==> src/rtl/uart_apb_pkg.sv <==
// rtl/uart_apb_pkg.sv - register map, bit indices and widths shared by the UART RX APB FIFO
package uart_apb_pkg;

    localparam int APB_DW  = 32;
    localparam int LEVEL_W = 9;

    localparam logic [3:0] ADDR_DATA   = 4'h0;
    localparam logic [3:0] ADDR_STATUS = 4'h4;
    localparam logic [3:0] ADDR_CTRL   = 4'h8;
    localparam logic [3:0] ADDR_THRESH = 4'hC;

    localparam int ST_EMPTY     = 0;
    localparam int ST_FULL      = 1;
    localparam int ST_OVERRUN   = 2;
    localparam int ST_TIMEOUT   = 3;
    localparam int ST_LEVEL_LSB = 8;

    localparam int CTRL_IRQ_EN = 0;
    localparam int CTRL_FLUSH  = 1;

endpackage

==> src/rtl/sync_fifo.sv <==
// rtl/sync_fifo.sv - synchronous FIFO with flush; a push into a full FIFO succeeds only alongside a pop
module sync_fifo #(
    parameter int WIDTH = 8,
    parameter int DEPTH = 16,
    localparam int AW = $clog2(DEPTH),
    localparam int LW = AW + 1
) (
    input  logic             clk,
    input  logic             reset,
    input  logic             push,
    input  logic             pop,
    input  logic             flush,
    input  logic [WIDTH-1:0] din,
    output logic [WIDTH-1:0] dout,
    output logic             empty,
    output logic             full,
    output logic [LW-1:0]    level
);

    logic [WIDTH-1:0] mem [DEPTH];
    logic [AW-1:0]    wr_ptr;
    logic [AW-1:0]    rd_ptr;
    logic             do_push;
    logic             do_pop;

    assign empty   = (level == '0);
    assign full    = (level == LW'(DEPTH));
    assign do_pop  = pop & ~empty;
    assign do_push = push & (~full | do_pop);
    assign dout    = empty ? '0 : mem[rd_ptr];

    always_ff @(posedge clk) begin
        if (do_push && !flush) begin
            mem[wr_ptr] <= din;
        end
    end

    // Flush wins over any same-cycle push or pop.
    always_ff @(posedge clk or posedge reset) begin
        if (reset) begin
            wr_ptr <= '0;
            rd_ptr <= '0;
            level  <= '0;
        end else if (flush) begin
            wr_ptr <= '0;
            rd_ptr <= '0;
            level  <= '0;
        end else begin
            if (do_push) wr_ptr <= wr_ptr + AW'(1);
            if (do_pop)  rd_ptr <= rd_ptr + AW'(1);
            if (do_push && !do_pop)      level <= level + LW'(1);
            else if (do_pop && !do_push) level <= level - LW'(1);
        end
    end

endmodule

==> src/rtl/uart_rx_apb_fifo.sv <==
// rtl/uart_rx_apb_fifo.sv - UART RX FIFO behind an APB register slave with irq; RX_FIFO_TIMEOUT_EN adds idle timeout
module uart_rx_apb_fifo
    import uart_apb_pkg::*;
#(
    parameter int PAYLOAD_BITS   = 8,
    parameter int FIFO_DEPTH     = 16,
    parameter int TIMEOUT_CYCLES = 1000
) (
    input  logic                    clk,
    input  logic                    reset,
    input  logic                    rx_valid,
    input  logic [PAYLOAD_BITS-1:0] rx_data,
    input  logic                    psel,
    input  logic                    penable,
    input  logic                    pwrite,
    input  logic [3:0]              paddr,
    input  logic [31:0]             pwdata,
    output logic [31:0]             prdata,
    output logic                    pready,
    output logic                    pslverr,
    output logic                    irq
);

    localparam int LW = $clog2(FIFO_DEPTH) + 1;

    logic                    acc;
    logic [3:0]              word_addr;
    logic                    wr_ok;
    logic                    st_wr;
    logic                    data_rd;
    logic                    fifo_flush;
    logic                    fifo_empty;
    logic                    fifo_full;
    logic [PAYLOAD_BITS-1:0] fifo_dout;
    logic [LW-1:0]           fifo_level;
    logic [LEVEL_W-1:0]      level_ext;
    logic                    overrun;
    logic                    overrun_set;
    logic                    timeout;
    logic                    irq_en;
    logic [8:0]              thresh;
    logic                    unused_bits;

    assign acc         = psel & penable;
    assign word_addr   = {paddr[3:2], 2'b00};
    assign pready      = 1'b1;
    // paddr is 4 bits wide, so every access decodes to one of the four registers.
    assign pslverr     = acc & pwrite & (word_addr == ADDR_DATA);
    assign wr_ok       = acc & pwrite & ~pslverr;
    assign st_wr       = wr_ok & (word_addr == ADDR_STATUS);
    assign data_rd     = acc & ~pwrite & (word_addr == ADDR_DATA);
    assign fifo_flush  = wr_ok & (word_addr == ADDR_CTRL) & pwdata[CTRL_FLUSH];
    assign overrun_set = rx_valid & fifo_full & ~data_rd;
    assign level_ext   = LEVEL_W'(fifo_level);
    assign unused_bits = ^{pwdata, paddr[1:0]};

    sync_fifo #(
        .WIDTH (PAYLOAD_BITS),
        .DEPTH (FIFO_DEPTH)
    ) u_fifo (
        .clk   (clk),
        .reset (reset),
        .push  (rx_valid),
        .pop   (data_rd),
        .flush (fifo_flush),
        .din   (rx_data),
        .dout  (fifo_dout),
        .empty (fifo_empty),
        .full  (fifo_full),
        .level (fifo_level)
    );

    always_ff @(posedge clk or posedge reset) begin
        if (reset) begin
            irq_en  <= 1'b0;
            thresh  <= 9'd1;
            overrun <= 1'b0;
            irq     <= 1'b0;
        end else begin
            if (wr_ok && word_addr == ADDR_CTRL) irq_en <= pwdata[CTRL_IRQ_EN];
            if (wr_ok && word_addr == ADDR_THRESH) begin
                thresh <= (pwdata[8:0] == 9'd0) ? 9'd1 : pwdata[8:0];
            end
            if (overrun_set)                    overrun <= 1'b1;
            else if (st_wr && pwdata[ST_OVERRUN]) overrun <= 1'b0;
            irq <= irq_en & ((level_ext >= thresh) | overrun | timeout);
        end
    end

`ifdef RX_FIFO_TIMEOUT_EN
    localparam int TW = $clog2(TIMEOUT_CYCLES + 1);

    logic [TW-1:0] idle_cnt;
    logic          fifo_pop;
    logic          fifo_push;
    logic          fifo_busy;
    logic          idle_hit;

    assign fifo_pop  = data_rd & ~fifo_empty;
    assign fifo_push = rx_valid & (~fifo_full | fifo_pop);
    assign fifo_busy = fifo_push | fifo_pop | fifo_flush | fifo_empty;
    assign idle_hit  = ~fifo_busy & (idle_cnt == TW'(TIMEOUT_CYCLES - 1));

    always_ff @(posedge clk or posedge reset) begin
        if (reset) begin
            idle_cnt <= '0;
            timeout  <= 1'b0;
        end else begin
            if (fifo_busy)      idle_cnt <= '0;
            else if (!idle_hit) idle_cnt <= idle_cnt + TW'(1);
            if (idle_hit)                         timeout <= 1'b1;
            else if (st_wr && pwdata[ST_TIMEOUT]) timeout <= 1'b0;
        end
    end
`else
    localparam int unused_timeout_cycles = TIMEOUT_CYCLES;
    assign timeout = 1'b0;
`endif

    always_comb begin
        prdata = '0;
        if (acc && !pwrite) begin
            case (word_addr)
                ADDR_DATA:   prdata = APB_DW'(fifo_dout);
                ADDR_STATUS: begin
                    prdata[ST_EMPTY]   = fifo_empty;
                    prdata[ST_FULL]    = fifo_full;
                    prdata[ST_OVERRUN] = overrun;
                    prdata[ST_TIMEOUT] = timeout;
                    prdata[ST_LEVEL_LSB +: LEVEL_W] = level_ext;
                end
                ADDR_CTRL:   prdata[CTRL_IRQ_EN] = irq_en;
                default:     prdata[8:0] = thresh;
            endcase
        end
    end

endmodule
==> config.mk <==
export PLATFORM = sky130hd
export DESIGN_NAME = uart_rx_apb_fifo
export DESIGN_NICKNAME = d
export VERILOG_FILES = /design/src/rtl/uart_apb_pkg.sv /design/src/rtl/sync_fifo.sv /design/src/rtl/uart_rx_apb_fifo.sv
export SDC_FILE = /design/constraint.sdc
export NUM_CORES = 1
export LEC_CHECK = 0
export CORE_ASPECT_RATIO = 1.75
export CORE_MARGIN = 4
export CORE_UTILIZATION = 35
export DETAILED_ROUTE_END_ITERATION = 8
export HOLD_SLACK_MARGIN = 0.02
export SLEW_MARGIN = 20
export SYNTH_ARGS = -nofsm -noshare
export SYNTH_HDL_FRONTEND = slang
export SYNTH_HIERARCHICAL = 1
export SYNTH_SLANG_ARGS = --single-unit
export TNS_END_PERCENT = 5
==> constraint.sdc <==
create_clock -name clk -period 2.8 [get_ports clk]
set_input_delay 0.28 -clock clk [delete_from_list [all_inputs] [get_ports clk]]
set_output_delay 0.28 -clock clk [all_outputs]
set_load 0.02 [all_outputs]
; After elaboration in Yosys (flattened, before gate mapping)
; Memory sizes are Yosys's and may differ from the RTL's.
; Index checks and enable logic that the tools add are counted.
[op_classes]
addsub = 4
magnitude_cmp = 1
n_eq_ne = 4
n_mux = 19
n_bitwise = 21
reduce_logical = 20
[ops]
columns = cell, count
row1 = 2-to-1 mux 4 bit, 5
row2 = 2-to-1 mux 5 bit, 3
row3 = bitwise AND 1 bit, 14
row4 = 2-to-1 mux 13 bit, 1
row5 = greater-or-equal comparator 5 x 9 -> 1 bit, 1
row6 = logical NOT 9 bit, 1
row7 = 2-to-1 mux 9 bit, 1
row8 = one-hot mux 3 bit (3 select lines), 1
row9 = "adder 4 x 1 -> 4 bit, second input constant", 2
row10 = 2-to-1 mux 8 bit, 1
row11 = one-hot mux 4 bit (2 select lines), 1
row12 = logical AND 1 bit, 7
row13 = nonzero test 2 bit, 3
row14 = "adder 5 x 1 -> 5 bit, second input constant", 1
row15 = "equality test 5 bit, second input constant", 1
row16 = logical NOT 5 bit, 1
row17 = inverter 1 bit, 5
row18 = "subtractor 5 x 1 -> 5 bit, second input constant", 1
row19 = "equality test 2 bit, second input constant", 2
row20 = logical NOT 1 bit, 4
row21 = logical NOT 4 bit, 1
row22 = 2-to-1 mux 1 bit, 4
row23 = OR reduction 2 bit, 2
row24 = one-hot mux 1 bit (3 select lines), 1
row25 = 4 further kinds, 5
[word_totals]
ff_bits = 25
mem_bits_rw = 128
input_bits = 50
out_inout_bits = 35
wordCells = 77
memories = 1
[mem_list]
columns = name, depth, width, read_ports, rd_ports_with_merged_regs, write_ports, line_no
row1 = u_fifo.mem, 16, 8, 1, 0, 1, sync_fifo.sv:20  ; logic [WIDTH-1:0] mem [DEPTH];

; Longest topological paths before layout
[logic_depth]
word_depth = 11
mapped_depth = 12
ltp_nobuf = 11

; Hierarchy
; The synthesis kept the hierarchy.
[by_module_without_submodules]
columns = module, n_inst, cells_per_inst, area_each_um2, seq_area_each_um2
row1 = sync_fifo, 1, 314, 5896.9, 4169.0
row2 = uart_rx_apb_fifo, 1, 118, 1042.2, 301.5

; Worst setup path after synthesis
; No wires, ideal clock.
[synth_timing]
kind = in2reg
start = input port pwrite
end = register u_fifo.level[4]
setup_ns = 0.125
arrival_ns = 2.736
t_required_ns = 2.675
slack_ns = -0.061
cell_stages = 12
path_buffers = 1
path_cell_list = nand3b_1 > buf_2 > nor3_1 > nor2b_1 > a21boi_2 > ha_1 > inv_1 > fa_1 > nand3_1 > a211oi_1 > a31oi_1 > mux2_2
[synth_between]
elab_chain_cells = 9
elab_cells_between_ends = 19
cone_classes = mux (2) / bitwise (12) / reduce/logical (5)
[synth_lines]
columns = item, line_no
row1 = start: declaration, uart_rx_apb_fifo.sv:15  ; input logic pwrite,
row2 = inverter 1 bit (*), uart_rx_apb_fifo.sv:51  ; assign data_rd = acc & ~pwrite & (word_addr == ADDR_DATA);
row3 = bitwise AND 1 bit (*) (2 in a row), uart_rx_apb_fifo.sv:51
row4 = via data_rd, uart_rx_apb_fifo.sv:30  ; logic data_rd;
row5 = bitwise AND 1 bit (*), sync_fifo.sv:28  ; assign do_pop = pop & ~empty;
row6 = bitwise OR 1 bit, sync_fifo.sv:29  ; assign do_push = push & (~full | do_pop);
row7 = bitwise AND 1 bit, sync_fifo.sv:29
row8 = logical AND 1 bit / logical NOT 1 bit (equally long branches), "sync_fifo.sv:51, sync_fifo.sv:52"
row9 = 2-to-1 mux 5 bit / logical AND 1 bit (equally long branches), "sync_fifo.sv:51, sync_fifo.sv:52"
row10 = 2-to-1 mux 5 bit / nonzero test 3 bit (equally long branches), --
row11 = end signal: assignment, sync_fifo.sv:51  ; if (do_push && !do_pop) level <= level + LW'(1);
row12 = end signal: assignment, sync_fifo.sv:52  ; else if (do_pop && !do_push) level <= level - LW'(1);
row13 = end: declaration, sync_fifo.sv:17  ; output logic [LW-1:0] level
; Mark *: on every way through the listed nets, which the timed path passes. The rest lies on a longest branch.
; A chain may end at the register's enable or synchronous reset.

; Worst setup path after layout
[layout_timing]
start = register u_fifo.rd_ptr[1]
end = output port prdata[0]
[layout_between]
elab_chain_cells = 4
[layout_lines]
columns = item, line_no
row1 = start: declaration, sync_fifo.sv:22  ; logic [AW-1:0] rd_ptr;
row2 = start signal: assignment, sync_fifo.sv:50  ; if (do_pop) rd_ptr <= rd_ptr + AW'(1);
row3 = memory (16 x 8 bit), --
row4 = 2-to-1 mux 8 bit, sync_fifo.sv:30  ; assign dout = empty ? '0 : mem[rd_ptr];
row5 = via fifo_dout[0], uart_rx_apb_fifo.sv:34  ; logic [PAYLOAD_BITS-1:0] fifo_dout;
row6 = one-hot mux 1 bit (3 select lines), uart_rx_apb_fifo.sv:123  ; case (word_addr)
row7 = 2-to-1 mux 13 bit, uart_rx_apb_fifo.sv:122  ; if (acc && !pwrite) begin
row8 = end: declaration, uart_rx_apb_fifo.sv:18  ; output logic [31:0] prdata,
; The timed path passes the listed nets, and every way through them passes these cells.

==> flow_summary.toml <==
[synthesis]
postSynthRegisterBits = 153
synth.mux.area_fraction = 0.146
yosysSeqAreaShare = 0.644
primary_flip_flop_cell_chosen_by_synthesis_mapping = "sky130_fd_sc_hd__edfxtp_1"
yosys.area_share.xor_xnor = 0.0114
ys.warnings.count = 6
synth_enable_flop_cells = 128
syn-cell-area_mm2 = 0.00694
syn-instance-count = 432
netlist-cell-type-count = 47
synth_top_family_by_area = "multiplexers"
synth-simple-area-share = 0.0705
synth_compound_gate_area_share = 0.0465
synthAdderAreaFrac = 0.0299
async_flop_share = 0.163
avgSynthCellArea_um2 = 16.1

[worst_setup_path]
cp-start-kind = "flip-flop"
critical-path-slowest-cell = "sky130_fd_sc_hd__mux4_2"
critical-path-max-stage-delay_ns = 0.51
worst-endpoint-arrival_ns = 2.61
critical_path_required_ns = 2.52
crit_path_end_kind = "primary output"
cell_breakdown_of_the_critical_path = "buf_6 -> mux4_2 -> a211oi_2 -> a211oi_2 -> mux4_2 -> nor2b_1 -> buf_4"
crit_type = "flip-flop to primary output"
timing.critical_path.fanout_max = 6

[routing]
route.detailed.vias_per_inst = 5.05
vias = 3927
drt.antenna.violating_nets = 0
postRouteWirelength_um = 15000
first_pass_iters = 4
drt_drc_violations_left = 0
detail_route.iter0.violations = 258
avgRoutedWirePerCell_um = 19.3

[grt]
global_route_wire_length_before_repair_um = 23800
pin_count_of_the_biggest_net_entering_global_routing = 18
gr-usage-all-layers = 0.142
initial_antenna_violation_count = 0
total_overflow_reported_by_the_global_router = 0
vias_in_the_first_global_route = 4182

[clocking]
cts_root_buffer = "sky130_fd_sc_hd__clkbuf_16"
hold_buffers = 0
cts_tree = "built"
post_cts_buffers = 0
htree_num_levels = 4
numClockSinks = 153
cts.clk_slew.worst_paths_ns = 0.06
cts_buffers = 17
maximum_buffer_depth_of_the_clock_tree = 2
clock_insertion_delay_worst_skew_ns = 0.42

[floorplan]
core_mm2 = 0.0194
die-height_um = 194
die_w_um = 114
dieArea_mm2 = 0.0222
start_util = 0.358
io_pins = 85
std_cell_rows = 67

[status]
status = "finished with violations"
failing_checks = "setup timing"

[sta]
timing.final.ws_setup_ns = -0.0946
fin_tns_setup_ns = -0.328
final-hold-violation-count = 0
final_max_slew_viol_count = 0
clock_skew_ns = 0.00781
finalCriticalPeriod_ns = 2.89
pin_slew_with_the_least_headroom_to_its_limit_ns = 0.914
slew_headroom = 0.391
setup_viol = 7
finalCritPeriodShare = 1.03
rsz0062_at_grt = "true"
timing.fmax_mhz = 345

[final_layout]
most-common-layout-cells = "sky130_fd_sc_hd__edfxtp_1 (128), sky130_fd_sc_hd__buf_4 (55), sky130_fd_sc_hd__nor2_1 (42)"
most_frequent_standard_cell_in_the_layout_excluding_fill_and_tap_cells = "sky130_fd_sc_hd__edfxtp_1"
final_core_utilization = 0.439
final_net_count = 589
stdcell_count = 777
antenna_cells = 0
area.growth.synth_to_final_pct = 22.5
drive_gt1_frac = 0.289

[power]
vdd_drop_max_mv = 0.455
total_leakage_power_nw = 3.03
power_density_mw_per_mm2 = 900
design_power_total_w = 0.00765

[min_path]
min-delay-path-class = "input pin to asynchronous set/reset pin"

[place]
weighted_congestion_reported_at_the_end_of_routability_driven_placement = 0.821
detailed_place_hpwl_um = 11100
dp_cells = 746
buffer_ports.inserted = 39

[run]
timing.max_cap.violations = 0
## cells by family (layout without fill, tap and decap cells)
logic type	count (synthesis)	after routing
AND/OR/NAND/NOR	98	98
other	2	20
buffers and inverters	53	139
multiplexers	53	53
AO/OA/AOI/OAI	48	48
XOR/XNOR	9	9
flip-flops	153	153
adder cells (fa/ha/maj)	16	16
## stage by stage
stage	instance area [um^2]	hold WS (ns)	setup WS, ns
floorplan	7010	0.144	0.0899
global placement	7870	0.520	-0.231
detailed placement	7870	0.521	-0.286
CTS	8470	0.207	-0.137
global route	8500	0.250	-0.226
finish	8500	0.214	-0.0946
## state kept, by name (all words and copies together) (netlist names)
signal and count:
u_fifo/rd_ptr 4, irq 1, irq_en 1, u_fifo/mem 128, u_fifo/wr_ptr 4, thresh 9
u_fifo/level 5, overrun 1
## cell type report
| cell class | instances | area [um^2] |
|---|---|---|
| Clock buffer | 18 | 429 |
| Clock inverter | 14 | 171 |
| Fill cell | 1670 | 10900 |
| Inverter | 10 | 37.5 |
| Multi-Input combinational cell | 244 | 2240 |
| Sequential cell | 153 | 4470 |
| Tap cell | 241 | 302 |
| Timing Repair Buffer | 97 | 842 |
## routing by layer
metal,track usage,up-vias,wire (um)
met5,0,-,0
met4,0.0762,0,612
met3,0.0281,36,470
met2,0.259,107,8430
met1,0.150,1986,5480
li1,-,1798,-
## cells in the mapped netlist (7+ instances only)
| library cell | count | area share |
|---|---|---|
| sky130_fd_sc_hd__nor2b_1 | 12 | 0.011 |
| sky130_fd_sc_hd__nand2_1 | 13 | 0.0070 |
| sky130_fd_sc_hd__mux4_2 | 21 | 0.068 |
| sky130_fd_sc_hd__ha_1 | 15 | 0.027 |
| sky130_fd_sc_hd__and2_1 | 7 | 0.0063 |
| sky130_fd_sc_hd__inv_1 | 10 | 0.0054 |
| sky130_fd_sc_hd__a211oi_1 | 18 | 0.019 |
| sky130_fd_sc_hd__a21oi_1 | 9 | 0.0065 |
| sky130_fd_sc_hd__nor2_1 | 42 | 0.023 |
| sky130_fd_sc_hd__edfxtp_1 | 128 | 0.55 |
| sky130_fd_sc_hd__dfrtp_1 | 24 | 0.087 |
| sky130_fd_sc_hd__mux2i_1 | 14 | 0.020 |
| sky130_fd_sc_hd__buf_2 | 7 | 0.0050 |
| sky130_fd_sc_hd__buf_4 | 24 | 0.026 |
| sky130_fd_sc_hd__mux4_1 | 12 | 0.045 |
## worst max-delay path, delay by kind of cell (launching register included)
family | cells | cell delay [ns]
and+or+nand+nor | 1 | 0.14
DFF | 1 | 0.44
AOI/OAI and AO/OA | 2 | 0.32
muxes | 2 | 1.00
buffers and inverters | 2 | 0.31
## final timing paths
| kind | start | slack (ns) | endpoint | cells after the start |
|---|---|---|---|---|
| max | u_fifo/rd_ptr[1]$_DFFE_PP0P_ | -0.09 | prdata[0] | 7 |
| min | reset | 0.21 | irq$_DFF_PP0_ | 2 |
| max reg2reg | u_fifo/level[3]$_DFFE_PP0P_ | 0.17 | u_fifo/level[4]$_DFFE_PP0P_ | 9 |
| min reg2reg | thresh[0]$_DFFE_PP1P_ | 0.53 | thresh[0]$_DFFE_PP1P_ | 2 |
| max in group asynchronous | reset | 2.17 | u_fifo/rd_ptr[1]$_DFFE_PP0P_ | 2 |
| min in group clk | pwdata[3] | 0.50 | thresh[3]$_DFFE_PP0P_ | 3 |
## repair_timing
action,4_1_cts,5_1_grt
resized for setup,51,11
pin swaps,13,7
setup endpoints to repair,8,9
## where the power goes
| group | leakage [nW] | internal [W] | switching (W) |
|---|---|---|---|
| registers | 1.46 | 0.00280 | 0.000186 |
| clock network | 0.279 | 0.00140 | 0.000896 |
| logic | 1.29 | 0.00119 | 0.00118 |
| total | 3.03 | 0.00539 | 0.00226 |
Power figures use the tool's default switching activity.
